$ cat src/rtl/reg_file_2r1w.sv
// Integer register file: two combinational read ports, one synchronous write port.
// x0 reads as zero; x2 resets to SP_INIT. Define RF_BYPASS_EN for write-first reads.
module reg_file_2r1w #(
  parameter int                 WIDTH   = 32,
  parameter int                 DEPTH   = 32,
  parameter int                 ADDR_W  = 5,
  parameter logic [WIDTH-1:0]   SP_INIT = 'h0000_0FFC
) (
  input  logic              clk,
  input  logic              rst,
  input  logic              we,
  input  logic [ADDR_W-1:0] rd_addr,
  input  logic [WIDTH-1:0]  rd_data,
  input  logic [ADDR_W-1:0] rs1_addr,
  input  logic [ADDR_W-1:0] rs2_addr,
  output logic [WIDTH-1:0]  rs1_data,
  output logic [WIDTH-1:0]  rs2_data
);

  if (2**ADDR_W != DEPTH) begin : g_bad_cfg
    $error("reg_file_2r1w: DEPTH must equal 2**ADDR_W");
  end

  logic [WIDTH-1:0] regs [DEPTH];

  // NOTE: the array has a reset value, so it must remain discrete flops; a RAM macro cannot be cleared in one cycle.
  always_ff @(posedge clk) begin
    if (rst) begin
      for (int i = 0; i < DEPTH; i++) begin
        // NOTE: non-blocking assignment keeps every flop updating from pre-edge values.
        regs[i] <= (i == 2) ? SP_INIT : '0;
      end
    end else if (we && rd_addr != '0) begin
      regs[rd_addr] <= rd_data;
    end
  end

  // NOTE: each output is assigned a default first so no path through the block can infer a latch.
  always_comb begin
    rs1_data = regs[rs1_addr];
`ifdef RF_BYPASS_EN
    if (we && !rst && rd_addr != '0 && rs1_addr == rd_addr) rs1_data = rd_data;
`endif
    if (rs1_addr == '0) rs1_data = '0;
  end

  always_comb begin
    rs2_data = regs[rs2_addr];
`ifdef RF_BYPASS_EN
    if (we && !rst && rd_addr != '0 && rs2_addr == rd_addr) rs2_data = rd_data;
`endif
    if (rs2_addr == '0) rs2_data = '0;
  end

endmodule

$ cat config.mk
export PLATFORM = sky130hd
export DESIGN_NAME = reg_file_2r1w
export DESIGN_NICKNAME = d
export VERILOG_FILES = /design/src/rtl/reg_file_2r1w.sv
export SDC_FILE = /design/constraint.sdc
export NUM_CORES = 2
export LEC_CHECK = 0
export BUFFER_PORTS_ARGS = -buffer_cell sky130_fd_sc_hd__buf_4
export CORE_ASPECT_RATIO = 1.1
export CORE_MARGIN = 3
export CORE_UTILIZATION = 60
export CTS_BUF_LIST = sky130_fd_sc_hd__clkbuf_4 sky130_fd_sc_hd__clkbuf_8
export CTS_CLUSTER_SIZE = 20
export DETAILED_ROUTE_END_ITERATION = 10
export GPL_ROUTABILITY_DRIVEN = 0
export GPL_TIMING_DRIVEN = 0
export PLACE_DENSITY_LB_ADDON = 0.15
export SKIP_CTS_REPAIR_TIMING = 1
export SLEW_MARGIN = 25
export SYNTH_ARGS = -nofsm -noshare
export SYNTH_HDL_FRONTEND = slang
export SYNTH_SLANG_ARGS = --single-unit
$ cat constraint.sdc
create_clock -name clk -period 2.6 [get_ports clk]
set_input_delay 0.13 -clock clk [delete_from_list [all_inputs] [get_ports clk]]
set_output_delay 0.13 -clock clk [all_outputs]
set_load 0.05 [all_outputs]
Yosys cells after proc, flatten, opt, wreduce, memory -nomap -nowiden

Memories as Yosys holds them, arrays and structs flattened.
Index checks and enable logic that the tools add are counted.

Muxes and demuxes: 10
Reductions and logical operators: 5

Operator list:

| kind                | count |
|---|---|
| 32-bit 2-to-1 mux   | 3 |
| 32-bit OR reduction | 1 |
| 5-bit zero test     | 2 |
| 1-bit 2-to-1 mux    | 6 |
| 5-bit 2-to-1 mux    | 1 |
| 5-bit nonzero test  | 1 |
| 1-bit logical AND   | 1 |

Register bits after elaboration: 0
RAM bits: 1024
Input port bits: 50
Output and inout port bits: 64
Word-level logic and storage cells: 16
Memories kept: 1

Memories:

| memory | words | width | read ports | clocked after Yosys merged registers in | wr ports | line | RTL |
|---|---|---|---|---|---|---|---|
| regs   | 32    | 32    | 2          | 0                                       | 32       | 24   | `logic [WIDTH-1:0] regs [DEPTH];` |

Logic depth before layout (Yosys ltp)

Word-level depth: 7
Gate-level depth with buffers: 9
Depth with buffers taken out: 4

Worst setup path after synthesis

Ideal clock, no wire load.

Path type: input-to-output
Start point: input rs1_addr[0]
End point: output rs1_data[30]
Arrival: 3.453 ns
Required time: 2.470 ns
Path slack: -0.983 ns
Stages: 6
Path buffers: 3
Path through: clkbuf_2 > buf_6 > buf_4 > mux4_2 > mux2i_1 > a2111oi_0

Longest elaborated chain between the ends: 2
Elaborated cells between the ends (all ways): 3
Those cells by class: mux: 1; reduce/logical: 1; memory: 1

RTL lines:

| item                                                         | line | RTL |
|---|---|---|
| from (decl)                                                  | 14   | `input logic [ADDR_W-1:0] rs1_addr,` |
| memory 32 x 32 bit / 5-bit zero test (equally long branches) | -    |  |
| 32-bit 2-to-1 mux *                                          | 44   | `if (rs1_addr == '0) rs1_data = '0;` |
| to (decl)                                                    | 16   | `output logic [WIDTH-1:0] rs1_data,` |

Every way passes the cells marked *; elsewhere a longest branch is shown, timed or not.

Worst setup path after layout

Start point: input rs2_addr[4]
End point: output rs2_data[16]

Longest elaborated chain between the ends: 2
Elaborated cells between the ends (all ways): 3
Those cells by class: mux: 1; reduce/logical: 1; memory: 1

RTL lines:

| item                                                         | line | RTL |
|---|---|---|
| from (decl)                                                  | 15   | `input logic [ADDR_W-1:0] rs2_addr,` |
| memory 32 x 32 bit / 5-bit zero test (equally long branches) | -    |  |
| 32-bit 2-to-1 mux *                                          | 52   | `if (rs2_addr == '0) rs2_data = '0;` |
| to (decl)                                                    | 17   | `output logic [WIDTH-1:0] rs2_data` |

Marked as above.

==> run metrics <==
global-route wire length before repair 283.0 mm; drt initial violations 7038; Period minus WS final 3.260 ns; layout cell share with drive strength beyond 1 0.3108; combinational power share 0.161; Power Density 651.0 mW/mm2; DP HPWL about 140 mm; wire length per cell 40.21 um; CP required around 2.5 ns; DRT Wirelength 207.8 mm; RSZ-0062 raised after global routing yes; leakage 21.61 nW; Clock Path Buffers 3; drc violations 0; Hold Fails Final Rpt 0; Post-Layout Cell Count 5167; mapped cell area 0.05424 mm2; Synth area leader edfxtp_1; Yosys cell types 43; TritonCTS clock tree built; FP Rows 115; max reg flops 1024; Warnings, synthesis 0; worst hold slack 0.07142 ns; worst slack, placed -1.552 ns; # IOs between 100 and 150; Slew Limit Fails 11; DR vias roughly 38000; GR Util All Layers 0.4398; largest net degree at the start of global routing 33; NetSw approximately 12 mW; largest registers regs x1024; post-synthesis sequential area ratio 0.5669; Nets 3912; top post-synthesis cells by area edfxtp_1 57%, mux4_2 20%, and2_1 11%; top post-synthesis cells by count 1024 x edfxtp_1, 985 x and2_1, 472 x mux4_2, 274 x clkbuf_1, 150 x mux2i_1; achievable frequency 0.3067 GHz; sw frac 0.2854; Detailed Routing Iterations Pass 1 7; routed vias/inst 7.431; Crit Path Max Fanout 10; worst hold path class in -> reg; syn avg cell area 15.48 um2; Slew @ Worst Pin 1.514 ns; Synth async-reset ratio 0; Syn Inst Count 3503; Die W 292.7 um; max-cap violations 2; CP Launch Type input port; H-tree depth 4; total CTS buffers 169; Post-synth top flop edfxtp_1; Synth top area share 0.5669; Slew headroom -0.009212; Clock power frac 0.358; root buf cell clkbuf_8; Worst-path clk slew 0.07 ns; Hold Path Stages 4; outcome complete, but fails checks; final period utilization 1.254; # setup viols final 64; Seq cells post-synth 1024; failing checks max-capacitance violations, max-slew violations, negative setup slack; initial core utilization 0.6061; antenna viol nets, final 0; Worst Setup Path Type in -> out; number of port buffers 107; largest register by flop count regs; EDFF count, synth between 1000 and 1500; die footprint 0.09405 mm2; GRT Residual Overflow 0; Int Pwr 29.15 mW; CP endpoint kind primary output; count leader, synth edfxtp_1; core area 0.08950 mm2; Die Ht 321.3 um; vias in the first global route 38340; Clock Sinks 1024; final setup margin -0.6604 ns; initial antenna violation count 10; synth-to-layout area growth 15.50%; DP Cell Count 4814; VDD IR-drop max 0.4210 mV; part of the power in registers 0.481; CP Data Arrival Time between 3 and 4 ns
==> cell type report <==
class	count	area [um2]
Antenna cell	4	10.01
Multi-Input combinational cell	2120	23650
Clock inverter	82	585.6
Inverter	2	7.507
Tap cell	1170	1464
Timing Repair Buffer	160	1495
Fill cell	5872	26850
Clock buffer	220	2728
Buffer	385	1961
Sequential cell	1024	30750
==> layout by cell type, fill, tap and decap left out, types with 35 or more instances in the layout <==
| master | n |
|---|---|
| a2111oi_4 | 49 |
| and2_1 | 985 |
| mux4_2 | 472 |
| clkbuf_2 | 47 |
| buf_6 | 72 |
| clkinv_1 | 46 |
| mux2i_1 | 144 |
| a22o_1 | 35 |
| clkbuf_4 | 61 |
| edfxtp_1 | 1024 |
| clkbuf_1 | 222 |
| o22ai_1 | 84 |
| buf_4 | 114 |
| clkbuf_8 | 172 |
==> critical path, cell delays in order <==
cell and delay, ns:
buf_4 0.15, nand2b_1 0.19, clkbuf_1 0.56, or2_2 0.22
clkbuf_1 0.41, clkbuf_2 0.46, o22ai_1 0.17, nor3_1 0.52
buf_4 0.31
==> logic make-up after synthesis <==
kind of cell / synth area share
DFF: 0.5669
AOI/OAI and AO/OA: 0.03635
buffers and inverters: 0.03345
other: 0.00006914
muxes: 0.2299
and+or+nand+nor: 0.1333
==> power by group through the flow <==
stage	clock (mW)	sequential [mW]	combinational, mW
6_report	14.6	19.6	6.58
5_1_grt	15.1	19.7	6.59
4_1_cts	14.3	19.6	5.61
3_5_place_dp	0	19.9	5.60
3_3_place_gp	0	19.8	5.49
2_1_floorplan	0	19.7	3.48
==> path summary, 6_finish.rpt <==
path	start	to	slack [ns]
min	rd_addr[2]	regs[2][0]	0.07
max	rs2_addr[4]	rs2_data[16]	-0.66
==> through the flow <==
stage / power (mW) / setup TNS, ns / area (um2) / utilization
final: 40.79 / -24.59 / 62650 / 0.7000
after CTS: 39.53 / -50.98 / 60150 / 0.6721
after global placement: 25.29 / -385.86 / 56670 / 0.6332
after floorplan: 23.15 / -0.3257 / 54400 / -
after global routing: 41.37 / -22.61 / 62640 / 0.6999
after detailed placement: 25.50 / -229.79 / 56840 / 0.6351
==> routing by layer <==
| layer | up-vias | global-route usage | wire length [um] |
|---|---|---|---|
| met5 | - | 0 | 53 |
| met4 | 8 | 0.3201 | 17490 |
| met3 | 1013 | 0.1900 | 34830 |
| met2 | 3926 | 0.6477 | 92500 |
| met1 | 19100 | 0.5191 | 62890 |
| li1 | 14350 | - | - |
Note: power is estimated with default switching activity, not from simulation.
